[src/rtl/door_pulse_encoder.sv]
// Door switch front end: synchronises and debounces the raw reed switch, then emits
// one-shot I1 (opened) / I0 (closed) pulses, a debounced level and an open-too-long alarm.
module door_pulse_encoder #(
    parameter int DEBOUNCE_CYCLES = 4,
    parameter int PULSE_WIDTH     = 1,
    parameter int ALARM_CYCLES    = 16,
    parameter int CNT_W           = 8
) (
    input  logic sync_clk,
    input  logic reset,
    input  logic door_raw,
    output logic I1,
    output logic I0,
    output logic door_open,
    output logic alarm
);

    typedef enum logic [1:0] {
        CLOSED,
        OPENING,
        OPEN,
        CLOSING
    } state_t;

    localparam logic [CNT_W-1:0] CNT_ONE    = CNT_W'(1);
    localparam logic [CNT_W-1:0] DEB_LAST   = CNT_W'(DEBOUNCE_CYCLES - 1);
    localparam logic [CNT_W-1:0] PULSE_LAST = CNT_W'(PULSE_WIDTH - 1);
    localparam logic [CNT_W-1:0] ALARM_MAX  = CNT_W'(ALARM_CYCLES);
    localparam logic [CNT_W-1:0] ALARM_LAST = CNT_W'(ALARM_CYCLES - 1);

    state_t           state;
    logic             s1;
    logic             s2;
    logic [CNT_W-1:0] deb_cnt;
    logic [CNT_W-1:0] pulse_cnt;
    logic [CNT_W-1:0] alarm_cnt;

    always_ff @(posedge sync_clk or posedge reset) begin
        if (reset) begin
            s1 <= 1'b0;
            s2 <= 1'b0;
        end else begin
            s1 <= door_raw;
            s2 <= s1;
        end
    end

    // Later assignments in the case statement take priority over the pulse and
    // alarm bookkeeping above it, so an accepted transition always wins.
    always_ff @(posedge sync_clk or posedge reset) begin
        if (reset) begin
            state     <= CLOSED;
            deb_cnt   <= '0;
            pulse_cnt <= '0;
            alarm_cnt <= '0;
            I1        <= 1'b0;
            I0        <= 1'b0;
            door_open <= 1'b0;
            alarm     <= 1'b0;
        end else begin
            if (pulse_cnt != '0) begin
                pulse_cnt <= pulse_cnt - CNT_ONE;
            end else begin
                I1 <= 1'b0;
                I0 <= 1'b0;
            end

            if (state == OPEN || state == CLOSING) begin
                if (alarm_cnt != ALARM_MAX) begin
                    alarm_cnt <= alarm_cnt + CNT_ONE;
                end
                if (alarm_cnt >= ALARM_LAST) begin
                    alarm <= 1'b1;
                end
            end

            case (state)
                CLOSED: begin
                    if (s2) begin
                        state   <= OPENING;
                        deb_cnt <= CNT_ONE;
                    end
                end
                OPENING: begin
                    if (!s2) begin
                        state   <= CLOSED;
                        deb_cnt <= '0;
                    end else if (deb_cnt == DEB_LAST) begin
                        state     <= OPEN;
                        deb_cnt   <= '0;
                        I1        <= 1'b1;
                        I0        <= 1'b0;
                        pulse_cnt <= PULSE_LAST;
                        door_open <= 1'b1;
                        alarm_cnt <= '0;
                    end else begin
                        deb_cnt <= deb_cnt + CNT_ONE;
                    end
                end
                OPEN: begin
                    if (!s2) begin
                        state   <= CLOSING;
                        deb_cnt <= CNT_ONE;
                    end
                end
                CLOSING: begin
                    if (s2) begin
                        state   <= OPEN;
                        deb_cnt <= '0;
                    end else if (deb_cnt == DEB_LAST) begin
                        state     <= CLOSED;
                        deb_cnt   <= '0;
                        I0        <= 1'b1;
                        I1        <= 1'b0;
                        pulse_cnt <= PULSE_LAST;
                        door_open <= 1'b0;
                        alarm     <= 1'b0;
                        alarm_cnt <= '0;
                    end else begin
                        deb_cnt <= deb_cnt + CNT_ONE;
                    end
                end
                default: begin
                    state <= CLOSED;
                end
            endcase
        end
    end

endmodule

[config.mk]
export PLATFORM = sky130hd
export DESIGN_NAME = door_pulse_encoder
export DESIGN_NICKNAME = d
export VERILOG_FILES = /design/src/rtl/door_pulse_encoder.sv
export SDC_FILE = /design/constraint.sdc
export NUM_CORES = 1
export LEC_CHECK = 0
export ABC_AREA = 1
export BUFFER_PORTS_ARGS = -buffer_cell sky130_fd_sc_hd__buf_2
export CORE_MARGIN = 2
export CORE_UTILIZATION = 50
export CTS_CLUSTER_DIAMETER = 120
export CTS_CLUSTER_SIZE = 25
export DETAILED_ROUTE_END_ITERATION = 10
export PLACE_DENSITY = 0.67
export SLEW_MARGIN = 20
export SYNTH_ARGS = -nofsm -noshare
export SYNTH_HDL_FRONTEND = slang
export SYNTH_SLANG_ARGS = --single-unit
export TNS_END_PERCENT = 100
[constraint.sdc]
create_clock -name sync_clk -period 2.6 [get_ports sync_clk]
set_clock_uncertainty 0.2 [all_clocks]
set_input_delay 0.52 -clock sync_clk [delete_from_list [all_inputs] [get_ports sync_clk]]
set_output_delay 0.52 -clock sync_clk [all_outputs]
set_load 0.1 [all_outputs]
# ---- Yosys cells after proc, flatten, opt, wreduce, memory -nomap -nowiden
# Index checks and enable logic that the tools add are counted.
dict set report totals {
  register_bits 32
  input_bits 3
  output_inout_bits 4
  wordCells 80
}
dict set report op_classes {
  n_addsub 3
  n_lt_le_gt_ge 1
  eq_ne 13
  n_mux 46
  n_reduce_logical 7
}
# operator count
set op_table {}
lappend op_table {{8-bit 2-to-1 mux} 14}
lappend op_table {{8-bit case mux with 2 select lines} 2}
lappend op_table {{8-bit case mux with 4 select lines} 1}
lappend op_table {{1-bit 2-to-1 mux} 19}
lappend op_table {{8-bit by 1-bit adder with 8-bit output, second input constant} 2}
lappend op_table {{2-bit 2-to-1 mux} 6}
lappend op_table {{2-bit inequality test, second input constant} 5}
lappend op_table {{8-bit by 2-bit equality test with 1-bit output, second input constant} 1}
lappend op_table {{8-bit by 4-bit greater-or-equal comparator with 1-bit output, second input constant} 1}
lappend op_table {{8-bit by 5-bit inequality test with 1-bit output, second input constant} 1}
lappend op_table {{2-bit case mux with 4 select lines} 1}
lappend op_table {{8-bit nonzero test} 1}
lappend op_table {{8-bit by 1-bit subtractor with 8-bit output, second input constant} 1}
lappend op_table {{1-bit case mux with 2 select lines} 3}
lappend op_table {{5-bit AND reduction} 1}
lappend op_table {{2-bit equality test, second input constant} 2}
lappend op_table {{4-bit AND reduction} 1}
lappend op_table {{3-bit by 2-bit inequality test with 1-bit output, second input constant} 1}
lappend op_table {{3-bit inequality test, second input constant} 1}
lappend op_table {{2-bit by 1-bit equality test with 1-bit output, second input constant} 1}
lappend op_table {{2-bit zero test} 1}
lappend op_table {{2-bit by 1-bit inequality test with 1-bit output, second input constant} 1}
lappend op_table {{2-bit AND reduction} 1}
lappend op_table {{2-bit nonzero test} 1}
lappend op_table {{1-bit logical OR} 1}

# ---- Logic depth before layout (Yosys ltp)
dict set report logic_depth {
  ltp_word 6
  depth_mapped 10
}

# ---- Worst setup path before layout
# OpenSTA, ideal clock, no wires.
dict set report synth_path {
  path_kind {register to output}
  start {reg I0}
  end {out I0}
  arrival_time_ns 0.898
  t_required_ns 1.880
  setup_slack_ns 0.982
  stages_incl_launch_ff 1
  path_buffers 0
  path_cell_list {dfrtp_1}
}
# element line
set synth_lines {}
lappend synth_lines {{from (decl)} 13} ;# output logic I0,
lappend synth_lines {{from (signal assigned)} 57} ;# I0 <= 1'b0;
lappend synth_lines {{from (signal assigned)} 65} ;# I0 <= 1'b0;
lappend synth_lines {{from (signal assigned)} 92} ;# I0 <= 1'b0;
# No word-level cell between the ends.

# ---- Worst setup path in the final report
dict set report layout_path {
  start {reg alarm}
  end {out alarm}
}
# element line
set layout_lines {}
lappend layout_lines {{from (decl)} 15} ;# output logic alarm
lappend layout_lines {{from (signal assigned)} 59} ;# alarm <= 1'b0;
lappend layout_lines {{from (signal assigned)} 73} ;# alarm <= 1'b1;
lappend layout_lines {{from (signal assigned)} 117} ;# alarm <= 1'b0;
# No word-level cell between the ends.

==> summary.md <==
| Metric | Value |
|---|---|
| Status | `complete, no violations` |
| Worst path slowest cell | `buf_2` |
| P&R area growth vs syn | `8.83%` |
| First-pass DRT Iterations | `4` |
| Layout cells sized above 1 | `11.2%` |
| Final net count | `248` |
| Routed wire length | `3.08 mm` |
| CP Cell Sequence | `buf_2` |
| Max clock buf depth | `2` |
| VDD IR max | `roughly 0.5 mV` |
| Synthesis Warnings | `0` |
| Final min period | `about 1900 ps` |
| WS Path Type | `reg2out` |
| Synth cell types | `23` |
| WP buf/inv | `1` |
| PwrDens | `841 nW/um^2` |
| Post-CTS Repair Setup Buffers | `0` |
| Max Cap Viol | `0` |
| Vias | `1372` |
| Number of CTS-inserted buffers | `5` |
| Vias/cell | `4.78` |
| # port buffers | `6` |
| Final Cell Area | `1930 sq um` |
| Final worst path period share | `72.5%` |
| Initial core utilization | `52.7%` |
| Top-Level Pins | `7` |
| RePlAce Congestion | `just under 0.9` |
| Crit path arrival time | `1170 ps` |
| Yosys reg bits | `32` |
| Core Region | `3360 sq um` |
| RSZ-0062 raised after global routing | `false` |
| CP required | `1880 ps` |
| Hold Path Class | `in2async` |
| CTS Sinks | `32` |
| Fill count | `327` |
| Hold buffer count at CTS | `0` |
| Crit. End Element | `output port` |
| Delay-heaviest family, CP | `buffers and inverters` |
| CP Max Fanout | `2` |
| Most common cell after layout, fill and taps aside | `nand2_1` |
| Fmax | `0.530 GHz` |
| Final Hold Fails | `0` |
| Pre-CTS setup slack | `967 ps` |
| Number of core rows | `21` |
| Wire per inst | `between 10 and 15 um` |
| Initial drt markers | `between 90 and 100` |
| Gr usage total | `between 10% and 20%` |
| Clk_lat worst skew | `340 ps` |
| Diodes inserted | `0` |
| Die width | `63.5 um` |
| Mapped cell area | `1770 sq um` |
| Number of global-route vias before repair | `1296` |
| Worst slew margin | `approximately two thirds` |
| DIE AREA | `4040 sq um` |
| Global route total overflow | `0` |
| H-Tree Depth | `2` |
| CP Launch Type | `register` |
| CP max stage delay | `440 ps` |
| Root buffer cell | `clkbuf_4` |
| Setup_tns | `0 ps` |
| Worst Reg-to-Reg Cells | `7` |
| Final setup violation count | `0` |
| Pin slew with the least headroom to its limit | `slightly below 500 ps` |
| Register area share after synthesis | `45.2%` |
| Detailed placer's ending HPWL | `2.20 mm` |
| TritonCTS clock tree | `yes` |
| Max-slew violation count | `0` |
| Syn Area/Cell | `7.77 sq um` |
| Die Ht | `63.5 um` |
| Clock slew at reported path FFs | `110 ps` |
| Initial antenna violation count | `0` |
| First-pass GRT wire length | `approximately 5.6 mm` |
| Post-CTS Resized | `0` |
| Largest net degree at the start of global routing | `33` |
| Mapped Nets | `236` |
| Worst setup margin | `between 700 and 800 ps` |
| Area after DPL | `between 1500 and 2000 sq um` |
| Total power | `between 1.5 and 2 mW` |
| Leak Pwr | `about 1.0 nW` |
| # DRC | `0` |
| Post-Syn Instances | `228` |
| Final ANT Viol Nets | `0` |
| Stages on worst setup path | `1` |
| Most frequent cells in the layout | `nand2_1 (58), inv_1 (36), dfrtp_1 (32)` |
[registers in the layout (all words and copies together), names as in the netlist, named ones only]
name       flops
alarm_cnt      8
I0             1
I1             1
s1             1
door_open      1
state          1
alarm          1
pulse_cnt      8
deb_cnt        8
s2             1
[layer usage]
metal / wire length (um) / global-route usage (%) / part of all wire (%) / vias up
li1: - / - / - / 729
met1: 1600 / 24.5 / 52 / 622
met2: 1340 / 26.1 / 43 / 19
met3: 117 / 3.93 / 3.8 / 2
met4: 24 / 10.9 / 0.78 / 0
met5: 0 / 0 / 0 / -
[final cells by class]
class                   instances  area, sq um  share of cell area (%)
clock buffers                   5         37.5                    1.95
clock inverters                 3         42.5                    2.21
inverters                      37          139                    7.20
multi-input cells             157          813                    42.2
flip-flops and latches         32          801                    41.5
well taps                      46         57.6                    2.99
repair buffers                  7         37.5                    1.95
[final timing paths]
check / startpoint / slack [ps] / end
max in group asynchronous: reset / 1860 / alarm_cnt[3]$_DFF_PP0_
hold reg to reg: s1$_DFF_PP0_ / 160 / s2$_DFF_PP0_
min in group sync_clk: door_raw / 90 / s1$_DFF_PP0_
hold / removal: reset / 40 / alarm_cnt[6]$_DFF_PP0_
setup / recovery: alarm$_DFF_PP0_ / 710 / alarm
setup reg to reg: register / 980 / deb_cnt[5]$_DFFE_PP0P_
[synth_stat cells, drive strengths merged]
| cell | count | area, sq um |
|---|---|---|
| xor2 | 6 | 52.6 |
| xnor2 | 2 | 17.5 |
| buf | 2 | 18.8 |
| nand4 | 5 | 31.3 |
| inv | 37 | 139 |
| ha | 5 | 62.6 |
| nor2 | 32 | 138 |
| o21bai | 1 | 7.51 |
| nand3 | 22 | 123 |
| dfrtp | 32 | 801 |
| nand2 | 64 | 270 |
| a21oi | 5 | 25.0 |
| nand3b | 2 | 15.0 |
| a21boi | 2 | 15.0 |
| or2 | 1 | 6.26 |
| o21ai | 10 | 50.1 |
[kinds of logic (layout without fill, tap and decap cells)]
family / after synthesis / after routing / synth area share [%]
and+or+nand+nor: 126 / 126 / 32.9
AOI/OAI and AO/OA: 18 / 18 / 5.51
DFF: 32 / 32 / 45.2
buffers and inverters: 39 / 52 / 8.90
xor gates and xnor gates: 8 / 8 / 3.95
adders and majority gates: 5 / 5 / 3.53
[metrics by stage]
step	utilization (%)	instances	hold WS (ps)
finish	57.3	287	36.8
global route	57.3	287	68.4
CTS	57.3	287	42.0
detailed placement	54.9	279	140
global placement	54.9	279	137
floorplan	-	228	131
[worst min-delay path, stage by stage]
cell   delay (ps)
buf_2          90
inv_1          40
buf_4         350
[power breakdown]
group | internal (mW) | switching (mW) | total (mW) | leakage [nW]
sequential | 0.591 | 0.126 | 0.717 | 0.423
combinational | 0.162 | 0.360 | 0.523 | 0.578
clock | 0.200 | 0.181 | 0.382 | 0.0412
Note: power is estimated with default switching activity, not from simulation.
